<file path="src/rtl/fwd_hazard_unit_if.sv">
// rtl/fwd_hazard_unit_if.sv - pipeline-to-hazard-unit signal bundle
// master = pipeline datapath, slave = fwd_hazard_unit.
interface fwd_hazard_unit_if #(
  parameter int NUM_RS = 2,
  parameter int RA_W   = 5
);
  logic                     id_valid;
  logic [NUM_RS*RA_W-1:0]   id_rs;
  logic [NUM_RS-1:0]        id_rs_used;
  logic                     ex_valid;
  logic                     ex_wr;
  logic                     ex_is_load;
  logic [RA_W-1:0]          ex_rd;
  logic                     mem_wr;
  logic                     mem_is_load;
  logic                     mem_data_ready;
  logic [RA_W-1:0]          mem_rd;
  logic                     wb_wr;
  logic [RA_W-1:0]          wb_rd;
  logic                     flush;
  logic [NUM_RS*2-1:0]      ex_fwd_sel;
  logic                     ex_bubble;
  logic                     stall_id;
  logic [1:0]               fsm_state;

  modport master (
    output id_valid, id_rs, id_rs_used,
    output ex_valid, ex_wr, ex_is_load, ex_rd,
    output mem_wr, mem_is_load, mem_data_ready, mem_rd,
    output wb_wr, wb_rd, flush,
    input  ex_fwd_sel, ex_bubble, stall_id, fsm_state
  );

  modport slave (
    input  id_valid, id_rs, id_rs_used,
    input  ex_valid, ex_wr, ex_is_load, ex_rd,
    input  mem_wr, mem_is_load, mem_data_ready, mem_rd,
    input  wb_wr, wb_rd, flush,
    output ex_fwd_sel, ex_bubble, stall_id, fsm_state
  );
endinterface

</file>
<file path="src/rtl/fwd_hazard_unit.sv">
// rtl/fwd_hazard_unit.sv - operand forwarding select and load/MEM stall control
// Optional FWD_PERF_CNT_EN adds saturating stall/forward performance counters.
module fwd_hazard_unit #(
  parameter int NUM_RS = 2,
  parameter int RA_W   = 5,
  parameter int CNT_W  = 16
) (
  input  logic                clk,
  input  logic                rst_n,
`ifdef FWD_PERF_CNT_EN
  output logic [CNT_W-1:0]    perf_stall_cnt,
  output logic [CNT_W-1:0]    perf_fwd_cnt,
`endif
  fwd_hazard_unit_if.slave    hz
);

  localparam logic [1:0] ST_RUN       = 2'b00;
  localparam logic [1:0] ST_LU_BUBBLE = 2'b01;
  localparam logic [1:0] ST_MEM_WAIT  = 2'b10;

  // Selects name where the operand lives once the consumer reaches EX.
  localparam logic [1:0] SEL_ORG  = 2'b00;
  localparam logic [1:0] SEL_MEM  = 2'b01;
  localparam logic [1:0] SEL_WB   = 2'b10;
  localparam logic [1:0] SEL_HOLD = 2'b11;

  if (NUM_RS < 1 || NUM_RS > 4 || RA_W < 1 || CNT_W < 1) begin : g_bad_param
    $error("fwd_hazard_unit: parameter out of range");
  end

  logic                 ex_prod;
  logic                 mem_prod;
  logic                 wb_prod;
  logic [NUM_RS-1:0]    ex_hit;
  logic [NUM_RS-1:0]    mem_hit;
  logic [NUM_RS-1:0]    wb_hit;
  logic [NUM_RS*2-1:0]  sel_next;
  logic                 ld_hazard;
  logic                 mem_hold;
  logic                 stall;
  logic                 advance;
  logic [NUM_RS*2-1:0]  sel_q;
  logic                 bubble_q;
  logic [1:0]           state_q;
  logic [1:0]           state_d;

  assign ex_prod  = hz.ex_valid & hz.ex_wr & (hz.ex_rd != '0);
  assign mem_prod = hz.mem_wr & (hz.mem_rd != '0);
  assign wb_prod  = hz.wb_wr & (hz.wb_rd != '0);

  for (genvar k = 0; k < NUM_RS; k++) begin : g_port
    logic [RA_W-1:0] rs;
    logic            live;

    assign rs         = hz.id_rs[k*RA_W +: RA_W];
    assign live       = hz.id_rs_used[k] & (rs != '0);
    assign ex_hit[k]  = live & ex_prod  & (rs == hz.ex_rd);
    assign mem_hit[k] = live & mem_prod & (rs == hz.mem_rd);
    assign wb_hit[k]  = live & wb_prod  & (rs == hz.wb_rd);

    // Youngest producer wins.
    assign sel_next[2*k +: 2] = ex_hit[k]  ? SEL_MEM  :
                                mem_hit[k] ? SEL_WB   :
                                wb_hit[k]  ? SEL_HOLD : SEL_ORG;
  end

  assign ld_hazard = hz.id_valid & hz.ex_is_load & (|ex_hit);
  assign mem_hold  = hz.mem_is_load & hz.mem_wr & ~hz.mem_data_ready;
  assign stall     = ~hz.flush & (ld_hazard | mem_hold);
  assign advance   = ~stall & ~hz.flush;

  always_comb begin
    state_d = ST_RUN;
    if (!hz.flush) begin
      case (state_q)
        ST_RUN: begin
          if (mem_hold)       state_d = ST_MEM_WAIT;
          else if (ld_hazard) state_d = ST_LU_BUBBLE;
          else                state_d = ST_RUN;
        end
        ST_LU_BUBBLE: state_d = mem_hold ? ST_MEM_WAIT : ST_RUN;
        ST_MEM_WAIT:  state_d = mem_hold ? ST_MEM_WAIT : ST_RUN;
        default:      state_d = ST_RUN;
      endcase
    end
  end

  always_ff @(posedge clk or negedge rst_n) begin
    if (!rst_n) begin
      sel_q    <= '0;
      bubble_q <= 1'b1;
      state_q  <= ST_RUN;
    end else begin
      state_q <= state_d;
      if (advance) begin
        sel_q    <= sel_next;
        bubble_q <= ~hz.id_valid;
      end else begin
        sel_q    <= '0;
        bubble_q <= 1'b1;
      end
    end
  end

  assign hz.ex_fwd_sel = sel_q;
  assign hz.ex_bubble  = bubble_q;
  assign hz.stall_id   = stall;
  assign hz.fsm_state  = state_q;

`ifdef FWD_PERF_CNT_EN
  always_ff @(posedge clk or negedge rst_n) begin
    if (!rst_n) begin
      perf_stall_cnt <= '0;
      perf_fwd_cnt   <= '0;
    end else begin
      if (stall && perf_stall_cnt != '1)
        perf_stall_cnt <= perf_stall_cnt + 1'b1;
      if (advance && (|sel_next) && perf_fwd_cnt != '1)
        perf_fwd_cnt <= perf_fwd_cnt + 1'b1;
    end
  end
`endif

endmodule

</file>
<file path="src/flat_wrapper.sv">
// flat-port wrapper written by rule: the top's interface ports become plain ports
module fwd_hazard_unit_flat 
#(
  parameter int NUM_RS = 2,
  parameter int RA_W   = 5,
  parameter int CNT_W  = 16
)
  (clk, rst_n, hz_id_valid, hz_id_rs, hz_id_rs_used, hz_ex_valid, hz_ex_wr, hz_ex_is_load, hz_ex_rd, hz_mem_wr, hz_mem_is_load, hz_mem_data_ready, hz_mem_rd, hz_wb_wr, hz_wb_rd, hz_flush, hz_ex_fwd_sel, hz_ex_bubble, hz_stall_id, hz_fsm_state);
  fwd_hazard_unit_if #(.NUM_RS(NUM_RS), .RA_W(RA_W)) hz_i ();
  input  logic clk;
  input  logic rst_n;
  input wire logic [$bits(hz_i.id_valid)-1:0] hz_id_valid;
  input wire logic [$bits(hz_i.id_rs)-1:0] hz_id_rs;
  input wire logic [$bits(hz_i.id_rs_used)-1:0] hz_id_rs_used;
  input wire logic [$bits(hz_i.ex_valid)-1:0] hz_ex_valid;
  input wire logic [$bits(hz_i.ex_wr)-1:0] hz_ex_wr;
  input wire logic [$bits(hz_i.ex_is_load)-1:0] hz_ex_is_load;
  input wire logic [$bits(hz_i.ex_rd)-1:0] hz_ex_rd;
  input wire logic [$bits(hz_i.mem_wr)-1:0] hz_mem_wr;
  input wire logic [$bits(hz_i.mem_is_load)-1:0] hz_mem_is_load;
  input wire logic [$bits(hz_i.mem_data_ready)-1:0] hz_mem_data_ready;
  input wire logic [$bits(hz_i.mem_rd)-1:0] hz_mem_rd;
  input wire logic [$bits(hz_i.wb_wr)-1:0] hz_wb_wr;
  input wire logic [$bits(hz_i.wb_rd)-1:0] hz_wb_rd;
  input wire logic [$bits(hz_i.flush)-1:0] hz_flush;
  output wire logic [$bits(hz_i.ex_fwd_sel)-1:0] hz_ex_fwd_sel;
  output wire logic [$bits(hz_i.ex_bubble)-1:0] hz_ex_bubble;
  output wire logic [$bits(hz_i.stall_id)-1:0] hz_stall_id;
  output wire logic [$bits(hz_i.fsm_state)-1:0] hz_fsm_state;
  assign hz_i.id_valid = hz_id_valid;
  assign hz_i.id_rs = hz_id_rs;
  assign hz_i.id_rs_used = hz_id_rs_used;
  assign hz_i.ex_valid = hz_ex_valid;
  assign hz_i.ex_wr = hz_ex_wr;
  assign hz_i.ex_is_load = hz_ex_is_load;
  assign hz_i.ex_rd = hz_ex_rd;
  assign hz_i.mem_wr = hz_mem_wr;
  assign hz_i.mem_is_load = hz_mem_is_load;
  assign hz_i.mem_data_ready = hz_mem_data_ready;
  assign hz_i.mem_rd = hz_mem_rd;
  assign hz_i.wb_wr = hz_wb_wr;
  assign hz_i.wb_rd = hz_wb_rd;
  assign hz_i.flush = hz_flush;
  assign hz_ex_fwd_sel = hz_i.ex_fwd_sel;
  assign hz_ex_bubble = hz_i.ex_bubble;
  assign hz_stall_id = hz_i.stall_id;
  assign hz_fsm_state = hz_i.fsm_state;
  fwd_hazard_unit #(.NUM_RS(NUM_RS), .RA_W(RA_W), .CNT_W(CNT_W)) u_core (.clk(clk), .rst_n(rst_n), .hz(hz_i));
endmodule
</file>
<file path="config.mk">
export PLATFORM = sky130hd
export DESIGN_NAME = fwd_hazard_unit_flat
export DESIGN_NICKNAME = d
export VERILOG_FILES = /design/src/rtl/fwd_hazard_unit_if.sv /design/src/rtl/fwd_hazard_unit.sv /design/src/flat_wrapper.sv
export SDC_FILE = /design/constraint.sdc
export NUM_CORES = 1
export LEC_CHECK = 0
export CAP_MARGIN = 20
export CORE_AREA = 8 8 48 58
export CTS_CLUSTER_SIZE = 28
export DETAILED_ROUTE_END_ITERATION = 6
export DIE_AREA = 0 0 56 66
export DONT_BUFFER_PORTS = 1
export GPL_TIMING_DRIVEN = 1
export HOLD_SLACK_MARGIN = 0.06
export PLACE_DENSITY = 0.66
export SYNTH_ARGS = -nofsm -noshare
export SYNTH_HDL_FRONTEND = slang
export SYNTH_SLANG_ARGS = --single-unit
</file>
<file path="constraint.sdc">
create_clock -name clk -period 2.18 [get_ports clk]
set_input_delay 0.436 -clock clk [delete_from_list [all_inputs] [get_ports clk]]
set_output_delay 0.436 -clock clk [all_outputs]
set_load 0.02 [all_outputs]
</file>
==> flow_metrics.py <==
metrics = {
    "cts": {
        "clk_pin_slew_ns": 0.05,
        "numCtsBuffers": 3,
        "clk_latency_ns": 0.24,
        "cts.sink_count": 7,
        "cts_tree": "yes",
        "cts_root_buf": "clkbuf_4",
        "htree_num_levels": 1,
        "clock_path_buffers": 2,
    },
    "timing": {
        "setup_viol": 0,
        "clock_skew_ns": 0.0000561,
        "maxSlewHeadroom_pct": 74.0,
        "fmax_ghz": 0.465,
        "final.setup.tns_ns": 0,
        "tightest_slew_ns": 0.387,
        "final-hold-violation-count": 0,
        "worst_slack_ns": 0.0315,
        "rsz0062_at_grt": "yes",
        "finalMaxSlewViolations": 0,
        "finalCriticalPeriod_ns": 2.15,
        "period_share_pct": 98.6,
    },
    "global_routing": {
        "met3_usage_pct": 7.50,
        "antenna_found_initial": 0,
        "grtUsageMet1_pct": 9.53,
        "grt_max_degree": 8,
        "grt_pass1_wl_um": 3550,
        "grt_pass1_vias": 812,
        "grt_use_total_pct": 11.4,
        "grt_overflow": 0,
        "gr-usage-met2_pct": 21.1,
        "grt_busiest_layer": "met2",
    },
    "floorplanning": {
        "num_rows": 18,
        "design.core.area_mm2": 0.00194,
        "ios": 46,
        "dieArea_mm2": 0.00370,
        "die_w_um": 56,
        "initial_utilization_pct": 41.4,
        "die_y_um": 66,
    },
    "critical_path": {
        "cp-end-kind": "primary output",
        "worstSetupPathType": "in2out",
        "worstPathArrival_ns": 1.71,
        "critical_path_required_ns": 1.74,
        "worst_r2r_path_depth": 4,
        "worstReg2RegStart": "u_core.hz.fsm_state[0]",
        "r2r_end": "u_core.hz.fsm_state[1]",
        "crit_fanout": 3,
        "start_kind": "input pin",
        "r2r_slack_ns": 1.05,
    },
    "layout": {
        "instances_no_fill": 121,
        "multiInputGateArea_um2": 648,
        "n_antenna_cell": 0,
        "syn_to_final_growth_pct": 17.9,
        "postLayoutCoreUtil_pct": 48.8,
        "regArea_um2": 176,
        "drive_gt1_share_pct": 21.8,
        "n_fill_cell": 194,
        "fin_nets": 142,
    },
    "status": {
        "outcome": "completed",
    },
    "synthesis": {
        "syn_area_um2": 802,
        "avgSynthCellArea_um2": 8.91,
        "syn-num-nets": 130,
        "seq_area_frac_synth_pct": 22.0,
        "yosysUniqueCellTypes": 29,
        "yosysWarnings": 0,
        "synth-seq-cells": 7,
        "syn_inst": 90,
    },
    "route": {
        "dr.pass1.iters": 4,
        "wirelength_um": 2160,
        "drc": 0,
        "wl_per_cell_um": 17.9,
        "drtAntennaViolNets": 0,
        "dr.first_iter.drc_count": 7,
        "vias": 710,
        "routed_via_density": 5.87,
    },
    "pwr": {
        "vdd_drop_max_v": 0.000126,
        "power_per_cell_area_mw_per_mm2": 360,
        "cellLeakagePower_nw": 0.347,
    },
    "place": {
        "dpl.cell_count": 114,
        "place_ws_ns": -0.0192,
        "dp_hpwl_um": 1860,
        "gp_congestion": 0.706,
        "port_buffers": 0,
    },
    "worst_hold_path": {
        "hold_depth": 1,
        "holdCritStartpoint": "hz_id_valid",
        "min_path_type": "in2reg",
        "whs_endpoint": "u_core.hz.ex_bubble",
    },
    "job": {
        "cap_violations": 0,
    },
}
sequential cells by signal, summed over array words and instances, names as in the netlist:
register and flops:
u_core.hz.ex_bubble 1, u_core.hz.fsm_state 2, u_core.hz.ex_fwd_sel 4
synthesized netlist by cell type:
master	count	area (µm²)
a21oi_1	1	5.00
a31oi_1	1	6.26
and3_1	1	6.26
and3_4	1	11.3
dfrtp_1	6	150
dfstp_2	1	26.3
ha_1	2	25.0
inv_1	4	15.0
nand2_1	4	15.0
nand2b_1	1	6.26
nand3_1	7	35.0
nand3b_1	1	7.51
nor2_1	2	7.51
nor3_1	1	5.00
nor3b_1	1	7.51
nor3b_2	1	12.5
nor4_1	5	31.3
nor4_2	3	37.5
o211a_1	1	10.0
o211ai_2	2	25.0
o21a_1	1	7.51
o21ai_0	5	25.0
o21ai_1	1	5.00
o21ai_2	1	8.76
or3_1	1	6.26
or4_1	4	30.0
or4_4	1	11.3
xnor2_1	24	210
xor2_1	6	52.6
worst max-delay path by stage:
stage | depth (start not counted) | slack (ns) | to | from
after floorplan | 5 | 0.11 | hz_stall_id | hz_id_rs[2]
after global placement | 6 | 0.02 | hz_stall_id | hz_ex_rd[0]
after detailed placement | 6 | -0.02 | hz_stall_id | hz_ex_rd[0]
after CTS | 6 | 0.007 | hz_stall_id | hz_ex_rd[0]
after global routing | 6 | -0.02 | hz_stall_id | hz_ex_rd[0]
final | 6 | 0.03 | hz_stall_id | hz_ex_rd[0]
logic make-up after synthesis:
family                   share of synthesized area (%)
adder cells (fa/ha/maj)                           3.12
AND/OR/NAND/NOR                                   28.7
AO/OA/AOI/OAI                                     11.5
buffers and inverters                             1.87
XOR/XNOR                                          32.8
flip-flops                                        22.0
final cells by class:
cell class                 count  share of cell area [%]
tap                           20                    2.65
multi-input combinational     79                    68.5
sequential                     7                    18.7
clock buffer                   4                    2.78
timing repair buffer           7                    5.82
inverter                       4                    1.59
worst max-delay path: stages:
cell	delay, ns
or4_4	0.53
o211ai_4	0.24
nor4_4	0.06
o211ai_2	0.19
a21oi_1	0.09
buf_4	0.16
metal layers:
layer,part of all wire [%],wire (µm)
met1,31,676
met2,52,1130
met4,0.88,19
met5,0,0
met3,15,335
layout by cell type (no fill, tap or decap), types with 4 or more instances in the layout:
| cell | synthesis | final |
|---|---|---|
| o21ai_0 | 5 | 5 |
| buf_4 | 0 | 6 |
| dfrtp_1 | 6 | 6 |
| nand2_1 | 4 | 4 |
| nand3_1 | 7 | 7 |
| xnor2_1 | 24 | 24 |
| xor2_1 | 6 | 6 |
| nor4_1 | 5 | 5 |
| inv_1 | 4 | 4 |
report_power, final:
part / internal (mW) / switching [mW] / total, mW
Combinational: 0.0542 / 0.0392 / 0.0933
Sequential: 0.133 / 0.00375 / 0.137
Clock: 0.0694 / 0.0404 / 0.110
through the flow:
| stage | area [µm²] | hold slack [ns] | power (mW) |
|---|---|---|---|
| 3_3_place_gp | 857 | 0.141 | 0.221 |
| 6_report | 946 | 0.255 | 0.340 |
| 4_1_cts | 930 | 0.251 | 0.343 |
| 3_5_place_dp | 857 | 0.141 | 0.223 |
| 5_1_grt | 946 | 0.260 | 0.361 |
| 2_1_floorplan | 802 | 0.140 | 0.212 |
what timing repair did:
item | in CTS | in global routing
hold endpoints to repair | 7 | 0
hold buffers | 1 | 0
gates resized for setup | 3 | 3
setup endpoints to repair | 1 | 1
setup buffers | 2 | 0
pin swaps | 4 | 4
gates cloned | 0 | 0
Power figures use the tool's default switching activity.
